**config.mk**
```make
export PLATFORM = sky130hd
export DESIGN_NAME = uart_rx_fifo_flat
export DESIGN_NICKNAME = d
export VERILOG_FILES = /design/src/rtl/uart_rx_fifo_pkg.sv /design/src/rtl/uart_rx_fifo_if.sv /design/src/rtl/uart_rx_fifo.sv /design/src/flat_wrapper.sv
export SDC_FILE = /design/constraint.sdc
export NUM_CORES = 1
export LEC_CHECK = 0
export ABC_AREA = 1
export BUFFER_PORTS_ARGS = -buffer_cell sky130_fd_sc_hd__clkbuf_2
export CAP_MARGIN = 0
export CORE_UTILIZATION = 50
export DETAILED_ROUTE_END_ITERATION = 7
export PLACE_DENSITY = 0.68
export SYNTH_ARGS = -nofsm -noshare
export SYNTH_HDL_FRONTEND = slang
export SYNTH_SLANG_ARGS = --single-unit
```
**constraint.sdc**
```tcl
create_clock -name clk -period 4.5 [get_ports clk]
set_clock_uncertainty 0.1 [all_clocks]
set_input_delay 0 -clock clk [delete_from_list [all_inputs] [get_ports clk]]
set_output_delay 0 -clock clk [all_outputs]
set_load 0.03 [all_outputs]
```
**src/rtl/uart_rx_fifo_pkg.sv**
```systemverilog
// rtl/uart_rx_fifo_pkg.sv - MMIO address map and default sizing for the UART receive FIFO
package uart_rx_fifo_pkg;

    localparam logic [31:0] UART_CTRL_ADDR = 32'h8000_0000;
    localparam logic [31:0] UART_RX_ADDR   = 32'h8000_0004;
    localparam logic [31:0] UART_TX_ADDR   = 32'h8000_0008;

    localparam int RX_FIFO_WIDTH = 8;
    localparam int RX_FIFO_DEPTH = 8;

    function automatic int count_bits(input int depth);
        return $clog2(depth) + 1;
    endfunction

endpackage

```
**src/rtl/uart_rx_fifo_if.sv**
```systemverilog
// rtl/uart_rx_fifo_if.sv - receiver-side and MMIO-side handshake bundle of the UART receive FIFO
interface uart_rx_fifo_if
    import uart_rx_fifo_pkg::*;
#(
    parameter int WIDTH = RX_FIFO_WIDTH,
    parameter int DEPTH = RX_FIFO_DEPTH
);
    logic [WIDTH-1:0]             data_enq_in;
    logic                         ctrl_enq_valid_in;
    logic                         ctrl_enq_ready_out;
    logic [WIDTH-1:0]             data_deq_out;
    logic                         ctrl_deq_valid_out;
    logic                         ctrl_deq_ready_in;
    logic [count_bits(DEPTH)-1:0] data_count_out;
    logic                         ctrl_overrun_out;

    modport slave (
        input  data_enq_in, ctrl_enq_valid_in, ctrl_deq_ready_in,
        output ctrl_enq_ready_out, data_deq_out, ctrl_deq_valid_out,
               data_count_out, ctrl_overrun_out
    );

    modport master (
        output data_enq_in, ctrl_enq_valid_in, ctrl_deq_ready_in,
        input  ctrl_enq_ready_out, data_deq_out, ctrl_deq_valid_out,
               data_count_out, ctrl_overrun_out
    );
endinterface

```
**src/rtl/uart_rx_fifo.sv**
```systemverilog
// rtl/uart_rx_fifo.sv - first-word fall-through byte FIFO between the UART receiver and MMIO
module uart_rx_fifo
    import uart_rx_fifo_pkg::*;
#(
    parameter int WIDTH = RX_FIFO_WIDTH,
    parameter int DEPTH = RX_FIFO_DEPTH
) (
    input  logic           clk,
    input  logic           rst,
    uart_rx_fifo_if.slave  io
);
    localparam int AW = $clog2(DEPTH);
    localparam logic [AW:0] FULL = (AW+1)'(DEPTH);

    logic [WIDTH-1:0] mem_q [DEPTH];
    logic [AW-1:0]    wr_ptr_q, wr_ptr_d;
    logic [AW-1:0]    rd_ptr_q, rd_ptr_d;
    logic [AW:0]      count_q, count_d;
    logic             overrun_q, overrun_d;
    logic             enq_ready, deq_valid, enq, deq;

    // Ready depends only on registered occupancy, never on the MMIO-side ready.
    assign enq_ready = !rst && (count_q != FULL);
    assign deq_valid = !rst && (count_q != '0);
    assign enq       = io.ctrl_enq_valid_in && enq_ready;
    assign deq       = deq_valid && io.ctrl_deq_ready_in;

    always_comb begin
        wr_ptr_d  = wr_ptr_q;
        rd_ptr_d  = rd_ptr_q;
        count_d   = count_q;
        overrun_d = overrun_q;
        if (enq) begin
            wr_ptr_d = wr_ptr_q + AW'(1);
        end
        if (deq) begin
            rd_ptr_d = rd_ptr_q + AW'(1);
        end
        count_d = count_q + {{AW{1'b0}}, enq} - {{AW{1'b0}}, deq};
        if (io.ctrl_enq_valid_in && (count_q == FULL)) begin
            overrun_d = 1'b1;
        end
    end

    always_ff @(posedge clk) begin
        if (rst) begin
            wr_ptr_q  <= '0;
            rd_ptr_q  <= '0;
            count_q   <= '0;
            overrun_q <= 1'b0;
        end else begin
            wr_ptr_q  <= wr_ptr_d;
            rd_ptr_q  <= rd_ptr_d;
            count_q   <= count_d;
            overrun_q <= overrun_d;
        end
    end

    // Storage is deliberately left unreset; enq is already blocked while rst is high.
    always_ff @(posedge clk) begin
        if (enq) begin
            mem_q[wr_ptr_q] <= io.data_enq_in;
        end
    end

    assign io.ctrl_enq_ready_out = enq_ready;
    assign io.ctrl_deq_valid_out = deq_valid;
    assign io.data_deq_out       = mem_q[rd_ptr_q];
    assign io.data_count_out     = rst ? '0 : count_q;
    assign io.ctrl_overrun_out   = overrun_q;

endmodule

```
**src/flat_wrapper.sv**
```systemverilog
// flat-port wrapper written by rule: the top's interface ports become plain ports
module uart_rx_fifo_flat import uart_rx_fifo_pkg::*;
#(
    parameter int WIDTH = RX_FIFO_WIDTH,
    parameter int DEPTH = RX_FIFO_DEPTH
)
  (clk, rst, io_data_enq_in, io_ctrl_enq_valid_in, io_ctrl_deq_ready_in, io_ctrl_enq_ready_out, io_data_deq_out, io_ctrl_deq_valid_out, io_data_count_out, io_ctrl_overrun_out);
  uart_rx_fifo_if #(.WIDTH(WIDTH), .DEPTH(DEPTH)) io_i ();
  input  logic clk;
  input  logic rst;
  input wire logic [$bits(io_i.data_enq_in)-1:0] io_data_enq_in;
  input wire logic [$bits(io_i.ctrl_enq_valid_in)-1:0] io_ctrl_enq_valid_in;
  input wire logic [$bits(io_i.ctrl_deq_ready_in)-1:0] io_ctrl_deq_ready_in;
  output wire logic [$bits(io_i.ctrl_enq_ready_out)-1:0] io_ctrl_enq_ready_out;
  output wire logic [$bits(io_i.data_deq_out)-1:0] io_data_deq_out;
  output wire logic [$bits(io_i.ctrl_deq_valid_out)-1:0] io_ctrl_deq_valid_out;
  output wire logic [$bits(io_i.data_count_out)-1:0] io_data_count_out;
  output wire logic [$bits(io_i.ctrl_overrun_out)-1:0] io_ctrl_overrun_out;
  assign io_i.data_enq_in = io_data_enq_in;
  assign io_i.ctrl_enq_valid_in = io_ctrl_enq_valid_in;
  assign io_i.ctrl_deq_ready_in = io_ctrl_deq_ready_in;
  assign io_ctrl_enq_ready_out = io_i.ctrl_enq_ready_out;
  assign io_data_deq_out = io_i.data_deq_out;
  assign io_ctrl_deq_valid_out = io_i.ctrl_deq_valid_out;
  assign io_data_count_out = io_i.data_count_out;
  assign io_ctrl_overrun_out = io_i.ctrl_overrun_out;
  uart_rx_fifo #(.WIDTH(WIDTH), .DEPTH(DEPTH)) u_core (.clk(clk), .rst(rst), .io(io_i));
endmodule
```
==> metrics.md, run 1 <==
| Metric | Value |
|---|---|
| Status | `complete, but fails checks` |
| Failing checks | `design-rule violations` |
| R2r setup slk | `2310 ps` |
| Hpwl dp | `3970 um` |
| Slew @ Worst Pin | `1060 ps` |
| CTS tree | `yes` |
| Post-route minimum period | `2630 ps` |
| Final core utilization | `59.1%` |
| Power Dens Cells | `471 mW/mm^2` |
| Remaining Overflow, GRT | `0` |
| Clock-pin slew on the worst setup and hold paths | `80 ps` |
| GRT Resource Usage Total | `19.4%` |
| Vias in the first global route | `2080` |
| WHS | `371 ps` |
| Yosys cell types | `25` |
| DR DRC count | `1` |
| # IOs | `27` |
| Maxcap violations | `0` |
| Ys Warns | `0` |
| Post-Route WL | `6240 um` |
| Port-buffer cells | `26` |
| Die area | `0.00715 sq mm` |
| Syn_nets | `344` |
| RSZ-0062 raised after global routing | `no` |
| First-pass GRT wire length | `10300 um` |
| Clock Sinks | `78` |
| Syn avg cell area | `10.5 sq um` |
| Largest net degree at the start of global routing | `34` |
| Detailed-route via count | `2217` |
| Critical path peak fanout | `33` |
| Worst hold path cell count | `2` |
| Critical path arrival | `2530 ps` |
| Hold wc startpoint | `io_data_enq_in[5]` |
| Final antenna diode count | `0` |
| Max VDD drop | `0.267 mV` |
| Fmax | `380 MHz` |
| Critical R2R Capture | `u_core.mem_q[5][6]$_DFFE_PP_` |
| Vias/cell | `5.00` |
| Hold/Removal Path Class | `in -> reg` |
| Seq/Total Area, Yosys | `64.7%` |
| CTS buffer count | `9` |
| Cells along the critical path | `inv_2, o21ai_1, nand2_1, nand2_1, nand2_1, clkbuf_2` |
| Die W | `84.5 um` |
| Setup_tns | `0 ps` |
| RD Place Congestion | `0.775` |
| DRT Pass-1 Iters | `6` |
| Share of layout cells above drive strength 1 | `15.6%` |
| Tcrit/Tclk final | `58.4%` |
| Crit start category | `flip-flop` |
| Die height | `84.5 um` |
| Initial cell density of the core | `52.7%` |
| CP delay by family, top | `flip-flops` |
| Relative slew slack | `29.1%` |
| Placed Area | `0.00351 sq mm` |
| Fin nets | `381` |
| Worst setup path class | `reg -> out` |
| Core Box Area | `0.00646 sq mm` |
| Critical path required time | `4400 ps` |
| Clock root buffer | `clkbuf_8` |
| Critical Path End Type | `output port` |
| Slowest CP cell | `dfxtp_1` |
| Longest Clk Path Bufs | `2` |
| Finish-stage setup viols | `0` |
| CTS Hold Bufs | `12` |
| P&R area growth vs syn | `12.2%` |
| CP dominant cell by count | `nand2_1` |
| Post-synth top area share | `56.4%` |
| Final slew viol count | `0` |
| Synth Instances | `324` |
| Clk_lat worst skew | `330 ps` |
| Mapped Area | `0.00341 sq mm` |
| Largest cells by area after synthesis | `edfxtp_1, nor2_1, dfxtp_1, nand2_1, o21ai_1` |
| R2R depth | `7` |
| First DRT Iteration DRCs | `169` |
| Post-synthesis register bit count | `78` |
| Resized cells post-CTS | `0` |
| Leak pwr | `1.55 nW` |
| Number of antenna violations at the first check in global routing | `0` |
| Biggest area consumer among synthesized cells | `edfxtp_1` |
| Wire per inst | `14.1 um` |
| Postcts setup bufs | `0` |
| Final hold vios | `0` |
| Site Rows | `29` |
| Worst r2r src | `u_core.count_q[2]$_SDFF_PP0_` |
| Worst path max stage delay | `1030 ps` |
| Crit path buffers/inverters | `2` |
| Min-Delay Endpoint | `u_core.mem_q[2][5]$_DFFE_PP_` |
| Final ANT Viol Nets | `0` |
| Design area | `0.00382 sq mm` |
| H-tree depth | `3` |
[synth_stat cells (all sizes together)]
cell type and number:
xor2 1, dfxtp 14, clkbuf 1, nand4 3, edfxtp 64, nand2 64, buf 11, a21oi 4
o21ai 34, a31oi 2, ha 7, inv 25, nor2 87, fa 1, nand3 6
[cells in the final DEF, fill, tap and decap left out, types with 4 or more instances in the layout]
| master | count |
|---|---|
| dfxtp_1 | 14 |
| o21ai_1 | 30 |
| inv_1 | 20 |
| a21oi_1 | 4 |
| clkbuf_2 | 26 |
| ha_1 | 7 |
| nand3_1 | 4 |
| o21ai_0 | 4 |
| dlygate4sd3_1 | 12 |
| nand2_1 | 58 |
| clkbuf_8 | 11 |
| nor2_1 | 85 |
| edfxtp_1 | 64 |
[how the worst max path moves through the flow]
stage | start | end | slack, ps | cells past startpoint
global route | flip-flop | io_data_deq_out[4] | 1570 | 6
finish | flip-flop | io_data_deq_out[4] | 1870 | 6
global placement | flip-flop | io_data_deq_out[1] | 2300 | 6
detailed placement | flip-flop | io_data_deq_out[0] | 2210 | 6
floorplan | u_core.count_q[2]$_SDFF_PP0_ | u_core.count_q[2]$_SDFF_PP0_ | 2560 | 12
CTS | flip-flop | io_data_deq_out[4] | 1830 | 6
[metrics by stage]
step	setup WS, ps	power (W)	cells
2_1_floorplan	2560	0.00125	324
3_3_place_gp	2300	0.00132	415
3_5_place_dp	2210	0.00133	415
4_1_cts	1830	0.00181	443
5_1_grt	1570	0.00190	443
6_report	1870	0.00180	443
[state kept, by name (all words and copies together) (netlist names), named ones only]
signal / flops
u_core.count_q: 4
u_core.io.ctrl_overrun_out: 1
u_core.rd_ptr_q: 3
u_core.mem_q: 64
u_core.wr_ptr_q: 3
[cells by family after synthesis]
family          synth area share [%]
xor+xnor                       0.257
compound gates                  5.95
simple gates                    19.6
flops                           64.7
buf+inv                         6.36
fa+ha+maj                       3.16
[worst reg2reg max path: cells and delay by family, from the launching register on]
| family | cells | cell delay (ps) |
|---|---|---|
| simple gates | 4 | 990 |
| fa+ha+maj | 1 | 230 |
| flops | 1 | 310 |
| buf+inv | 2 | 180 |
[power breakdown]
| part | leakage [nW] | internal (W) | total [W] | switching [W] |
|---|---|---|---|---|
| registers | 0.692 | 0.000824 | 0.000869 | 0.0000459 |
| clock network | 0.0913 | 0.000229 | 0.000478 | 0.000248 |
| logic | 0.769 | 0.000151 | 0.000452 | 0.000300 |
[metal layers]
layer,vias to the layer above,track usage (%),share of wire [%]
li1,1144,-,-
met1,1004,27.0,47
met2,59,29.9,46
met3,10,3.05,5.1
met4,0,9.55,2.0
met5,-,0,0
[final cells by class]
| class | count | area (sq um) |
|---|---|---|
| Timing Repair Buffer | 38 | 250 |
| Tap cell | 77 | 96.3 |
| Clock buffer | 11 | 151 |
| Sequential cell | 78 | 2200 |
| Multi-Input combinational cell | 209 | 987 |
| Clock inverter | 5 | 33.8 |
| Inverter | 25 | 98.8 |
| Fill cell | 569 | 2640 |
Note: power is estimated with default switching activity, not from simulation.
==> inputs of run 2 (changes only) <==
==> constraint.sdc (replaced) <==
create_clock -name clk -period 2.6 [get_ports clk]
set_clock_uncertainty 0.1 [all_clocks]
set_input_delay 0 -clock clk [delete_from_list [all_inputs] [get_ports clk]]
set_output_delay 0 -clock clk [all_outputs]
set_load 0.03 [all_outputs]
==> run 2 against run 1 <==
Against the previous run: the flow still finishes with violations (design-rule violations); hold slack better by 20 ps; clock power is 75% higher; global-route usage is 0.69 points higher; sequential share of layout area is 1.0 points lower; design area is 1.8% higher; die area stayed put; non-clock buffer count is 10 higher; setup slack worse by 1400 ps; sequential power is 69% higher; count of clock-buffer cells in the layout is 1 lower; total power is 75% higher.
==> metrics.md, run 2 (synthesized netlist as in run 1, its figures left out) <==
| Metric | Value |
|---|---|
| Status | `complete, but fails checks` |
| Failing checks | `design-rule violations` |
| Number of antenna violations at the first check in global routing | `0` |
| Critical path arrival | `2270 ps` |
| Total Power | `0.00315 W` |
| Setup_tns | `0 ps` |
| P&R area growth vs syn | `14.2%` |
| Wire per inst | `14.0 um` |
| Slowest CP cell | `fa_1` |
| GRT Resource Usage Total | `20.1%` |
| Site Rows | `29` |
| Worst r2r src | `u_core.count_q[2]$_SDFF_PP0_` |
| Final ANT Viol Nets | `0` |
| Port-buffer cells | `26` |
| Largest net degree at the start of global routing | `33` |
| Vias in the first global route | `2231` |
| Largest Register | `u_core.mem_q` |
| Remaining Overflow, GRT | `0` |
| Share of layout cells above drive strength 1 | `17.0%` |
| Tcrit/Tclk final | `82.4%` |
| Post-Route WL | `6350 um` |
| CTS buffer count | `9` |
| Detailed-route via count | `2275` |
| Final slew viol count | `0` |
| Finish-stage setup viols | `0` |
| Core Box Area | `0.00646 sq mm` |
| WL met1 | `2940 um` |
| RSZ-0062 raised after global routing | `no` |
| First DRT Iteration DRCs | `166` |
| Clock Sinks | `78` |
| Max reg flops | `64` |
| DRT Pass-1 Iters | `6` |
| Final antenna diode count | `0` |
| Relative slew slack | `62.0%` |
| Met3 wire len | `195 um` |
| RD Place Congestion | `0.748` |
| Hpwl dp | `4060 um` |
| R2r setup slk | `460 ps` |
| Worst Setup Slack, final | `457 ps` |
| R2R depth | `12` |
| Top layer used by detailed routing | `met4` |
| Critical Path End Type | `flip-flop` |
| Die area | `0.00715 sq mm` |
| Routed wl met2 | `3080 um` |
| Clock-pin slew on the worst setup and hold paths | `80 ps` |
| CTS tree | `yes` |
| DR DRC count | `2` |
| Post-place setup slack | `474 ps` |
| Final core utilization | `60.2%` |
| Commonest non-fill, non-tap cell in the layout | `nor2_1` |
| Initial cell density of the core | `52.7%` |
| First-pass GRT wire length | `10700 um` |
| Critical R2R Capture | `u_core.count_q[2]$_SDFF_PP0_` |
| WHS | `391 ps` |
| Clk_lat worst skew | `340 ps` |
| Crit start category | `flip-flop` |
| Worst hold path cell count | `2` |
| Fin nets | `391` |
| Max VDD drop | `0.392 mV` |
| Hold/Removal Path Class | `in -> reg` |
| CP Capture Point | `u_core.count_q[2]$_SDFF_PP0_` |
| Commonest cells after routing, fill and taps aside | `nor2_1, edfxtp_1, nand2_1, o21ai_1, clkbuf_2` |
| Cells along the critical path | `inv_1, ha_1, nand2_2, nand3_2, nor2_2, inv_2, nand2_2, ha_1, inv_1, fa_1, xor2_1, nor2_1` |
| Leak pwr | `1.61 nW` |
| Slew @ Worst Pin | `569 ps` |
| Launch point of the worst path | `u_core.count_q[2]$_SDFF_PP0_` |
| Worst setup path class | `reg -> reg` |
| Final hold vios | `0` |
| Fmax | `467 MHz` |
| Die W | `84.5 um` |
| Critical path required time | `2720 ps` |
| Longest Clk Path Bufs | `2` |
| Vias/cell | `5.02` |
| Clock root buffer | `clkbuf_8` |
| H-tree depth | `3` |
| Post-route minimum period | `2140 ps` |
| Die height | `84.5 um` |
| Top Registers | `u_core.mem_q (64), u_core.count_q (4)` |
| Worst path max stage delay | `380 ps` |
| Critical path peak fanout | `4` |
| Power Dens Cells | `809 mW/mm^2` |
| Maxcap violations | `0` |
| # IOs | `27` |
-- run 2: cell count changes in the layout (fill, tap and decap cells not counted), sizes merged --
cell | before | now
clkbuf | 37 | 36
clkinv | 3 | 5
bufinv | 0 | 1
clkinvlp | 2 | 0
buf | 0 | 10
-- run 2: through the flow --
stage | std cells | cell area (sq um)
after floorplan | 324 | 3410
after global placement | 425 | 3590
after detailed placement | 425 | 3590
after CTS | 453 | 3890
after global routing | 453 | 3890
final | 453 | 3890
-- run 2: report_power, final --
| part | switching (W) | total, W | leakage (nW) | internal, W |
|---|---|---|---|---|
| sequential | 0.0000440 | 0.00147 | 0.692 | 0.00143 |
| combinational | 0.000564 | 0.000840 | 0.824 | 0.000276 |
| clock | 0.000404 | 0.000836 | 0.0949 | 0.000432 |
-- run 2: how the worst min path moves through the flow --
stage	startpoint	end
6_report	io_data_enq_in[6]	u_core.mem_q[5][6]$_DFFE_PP_
5_1_grt	io_data_enq_in[6]	u_core.mem_q[5][6]$_DFFE_PP_
4_1_cts	io_data_enq_in[6]	u_core.mem_q[7][6]$_DFFE_PP_
3_5_place_dp	io_data_enq_in[1]	u_core.mem_q[1][1]$_DFFE_PP_
3_3_place_gp	io_data_enq_in[6]	u_core.mem_q[7][6]$_DFFE_PP_
2_1_floorplan	rst	u_core.io.ctrl_overrun_out$_SDFFE_PP0P_
-- run 2: area by class of cell --
| cell class | count | area (sq um) |
|---|---|---|
| sequential | 78 | 2200 |
| tap | 77 | 96.3 |
| inverter | 25 | 98.8 |
| timing repair buffer | 48 | 325 |
| multi-input combinational | 209 | 987 |
| clock buffer | 10 | 128 |
| clock inverter | 6 | 52.6 |
| fill | 584 | 2570 |
-- run 2: critical path: cells and delay by family (launching register included) --
| family | cells | cell delay [ps] |
|---|---|---|
| XOR/XNOR | 1 | 140 |
| AND/OR/NAND/NOR | 5 | 490 |
| buffers and inverters | 3 | 210 |
| adder cells (fa/ha/maj) | 3 | 760 |
| flip-flops | 1 | 330 |
-- run 2: timing repair --
action | in CTS | in global routing
resized for setup | 0 | 0
endpoints found under the setup margin | 0 | 0
hold endpoints to repair | 77 | 0
setup buffers | 0 | 0
hold buffers | 12 | 0
-- run 2: routing by layer --
layer  vias to the layer above  global-route usage, %
met5                         -                      0
met4                         0                   9.24
met3                        13                   4.13
met2                        39                   32.8
met1                      1061                   25.9
li1                       1162                      -
==> inputs of run 3 (changes only) <==
==> constraint.sdc (replaced) <==
create_clock -name clk -period 2.18 [get_ports clk]
set_clock_uncertainty 0.1 [all_clocks]
set_input_delay 0 -clock clk [delete_from_list [all_inputs] [get_ports clk]]
set_output_delay 0 -clock clk [all_outputs]
set_load 0.03 [all_outputs]
==> run 3 against run 2 <==
Against the previous run: the run still ends with design-rule violations left; clock power grew 11%; critical path depth is the same; count of clock-buffer cells in the layout grew 3; non-clock buffer count grew 8; final cell count grew 1.8%; critical path type unchanged; die area is the same.
==> metrics.md, run 3 (synthesized netlist as in run 1, its figures left out) <==
| Metric | Value |
|---|---|
| Final ANT Viol Nets | `0` |
| Switch share | `33.2%` |
| Clock Sinks | `78` |
| R2r setup slk | `140 ps` |
| Clock-pin slew on the worst setup and hold paths | `70 ps` |
| Maxcap violations | `0` |
| Wire per inst | `14.6 um` |
| Post-route minimum period | `2040 ps` |
| R2R depth | `12` |
| CTS tree | `yes` |
| Net Sw Power | `0.00124 W` |
| P&R area growth vs syn | `15.9%` |
| Fin nets | `399` |
| Commonest non-fill, non-tap cell in the layout | `nor2_1` |
| Top Registers | `u_core.mem_q (64), u_core.count_q (4)` |
| Post-Route WL | `6750 um` |
| Finish-stage setup viols | `0` |
| DRT Pass-1 Iters | `6` |
| Largest net degree at the start of global routing | `33` |
| Final antenna diode count | `0` |
| Power Dens Cells | `942 mW/mm^2` |
| Slew @ Worst Pin | `583 ps` |
| First-pass GRT wire length | `10900 um` |
| Relative slew slack | `61.1%` |
| Clock root buffer | `clkbuf_8` |
| Detailed-route via count | `2338` |
| Final slew viol count | `0` |
| Leak pwr | `1.64 nW` |
| Remaining Overflow, GRT | `0` |
| Die area | `0.00715 sq mm` |
| CTS buffer count | `9` |
| Sequential share of power | `47.4%` |
| Die W | `84.5 um` |
| Status | `complete, but fails checks` |
| # IOs | `27` |
| Vias/cell | `5.07` |
| Hpwl dp | `4280 um` |
| Vias in the first global route | `2212` |
| Largest Register | `u_core.mem_q` |
| Clk_lat worst skew | `340 ps` |
| Critical path required time | `2320 ps` |
| Tcrit/Tclk final | `93.4%` |
| Critical R2R Capture | `u_core.count_q[2]$_SDFF_PP0_` |
| Max VDD drop | `0.505 mV` |
| Critical path peak fanout | `4` |
| Commonest cells after routing, fill and taps aside | `nor2_1, edfxtp_1, nand2_1, o21ai_1, clkbuf_2` |
| Site Rows | `29` |
| Max reg flops | `64` |
| Launch point of the worst path | `u_core.count_q[2]$_SDFF_PP0_` |
| Worst r2r src | `u_core.count_q[2]$_SDFF_PP0_` |
| Longest Clk Path Bufs | `2` |
| Core Box Area | `0.00646 sq mm` |
| WHS | `390 ps` |
| GRT Resource Usage Total | `20.4%` |
| First DRT Iteration DRCs | `193` |
| Final hold vios | `0` |
| Critical path arrival | `2170 ps` |
| Failing checks | `design-rule violations` |
| H-tree depth | `3` |
| Worst setup path class | `reg -> reg` |
| CP Capture Point | `u_core.count_q[2]$_SDFF_PP0_` |
| FILL cells | `542` |
| Internal power | `0.00248 W` |
| Share of layout cells above drive strength 1 | `18.0%` |
| Setup_tns | `0 ps` |
| DR DRC count | `2` |
| Final core utilization | `61.1%` |
| RD Place Congestion | `0.795` |
| Critical Path End Type | `flip-flop` |
| Initial cell density of the core | `52.7%` |
| Number of antenna violations at the first check in global routing | `0` |
| Port-buffer cells | `26` |
| Die height | `84.5 um` |
| Clk pwr share | `25.0%` |
| Fmax | `491 MHz` |
| Hold/Removal Path Class | `in -> reg` |
| Crit start category | `flip-flop` |
| Comb pwr share | `27.6%` |
-- run 3: layout make-up --
| type | count | area (sq um) | share of cell area [%] |
|---|---|---|---|
| Multi-Input combinational cell | 209 | 1000 | 25.3 |
| Sequential cell | 78 | 2200 | 55.8 |
| Clock buffer | 13 | 149 | 3.77 |
| Tap cell | 77 | 96.3 | 2.44 |
| Inverter | 25 | 98.8 | 2.50 |
| Timing Repair Buffer | 56 | 388 | 9.83 |
| Clock inverter | 3 | 12.5 | 0.317 |
-- run 3: metal layers --
metal / global-route usage (%) / share of wire, %
met1: 26.4 / 45
met4: 9.40 / 1.4
met2: 32.7 / 48
met5: 0 / 0
met3: 5.01 / 5.9
-- run 3: worst min-delay path by stage --
| stage | cells past startpoint | end | start | slack [ps] |
|---|---|---|---|---|
| after floorplan | 1 | u_core.io.ctrl_overrun_out$_SDFFE_PP0P_ | rst | -30 |
| after global placement | 1 | u_core.mem_q[1][6]$_DFFE_PP_ | io_data_enq_in[6] | 190 |
| after detailed placement | 1 | u_core.mem_q[0][6]$_DFFE_PP_ | io_data_enq_in[6] | 210 |
| after CTS | 2 | u_core.mem_q[5][6]$_DFFE_PP_ | io_data_enq_in[6] | 380 |
| after global routing | 2 | u_core.mem_q[3][6]$_DFFE_PP_ | io_data_enq_in[6] | 400 |
| final | 2 | u_core.mem_q[4][5]$_DFFE_PP_ | io_data_enq_in[5] | 390 |
-- run 3: through the flow --
stage | total power [W] | cell area (sq um) | cells | worst slack [ps]
finish | 0.00372 | 3950 | 461 | 144
global route | 0.00392 | 3950 | 461 | -3.89
CTS | 0.00372 | 3930 | 460 | 96.7
detailed placement | 0.00278 | 3630 | 431 | 122
global placement | 0.00275 | 3630 | 431 | 152
floorplan | 0.00258 | 3410 | 324 | 241
-- run 3: worst max-delay path: stages (launching register included) --
cell and delay, ps:
dfxtp_1 310, inv_1 70, ha_1 230, nand2_2 120, nand3_4 100, nor2_4 130
inv_2 50, nand2_2 50, ha_1 160, inv_1 50, fa_1 370, xor2_1 140
nor2_1 50
-- run 3: repair_timing --
| action | in CTS | in global routing |
|---|---|---|
| hold buffers | 13 | 0 |
| buffers inserted | 0 | 1 |
| endpoints found under the hold margin | 77 | 0 |
| endpoints found under the setup margin | 0 | 2 |
| gates resized for setup | 0 | 2 |
-- run 3: power groups by stage --
stage	sequential, W	clock [W]	combinational, W
floorplan	0.00178	0	0.000797
global placement	0.00179	0	0.000961
detailed placement	0.00179	0	0.000986
finish	0.00176	0.000930	0.00103
global route	0.00177	0.00100	0.00115
CTS	0.00176	0.000947	0.00101
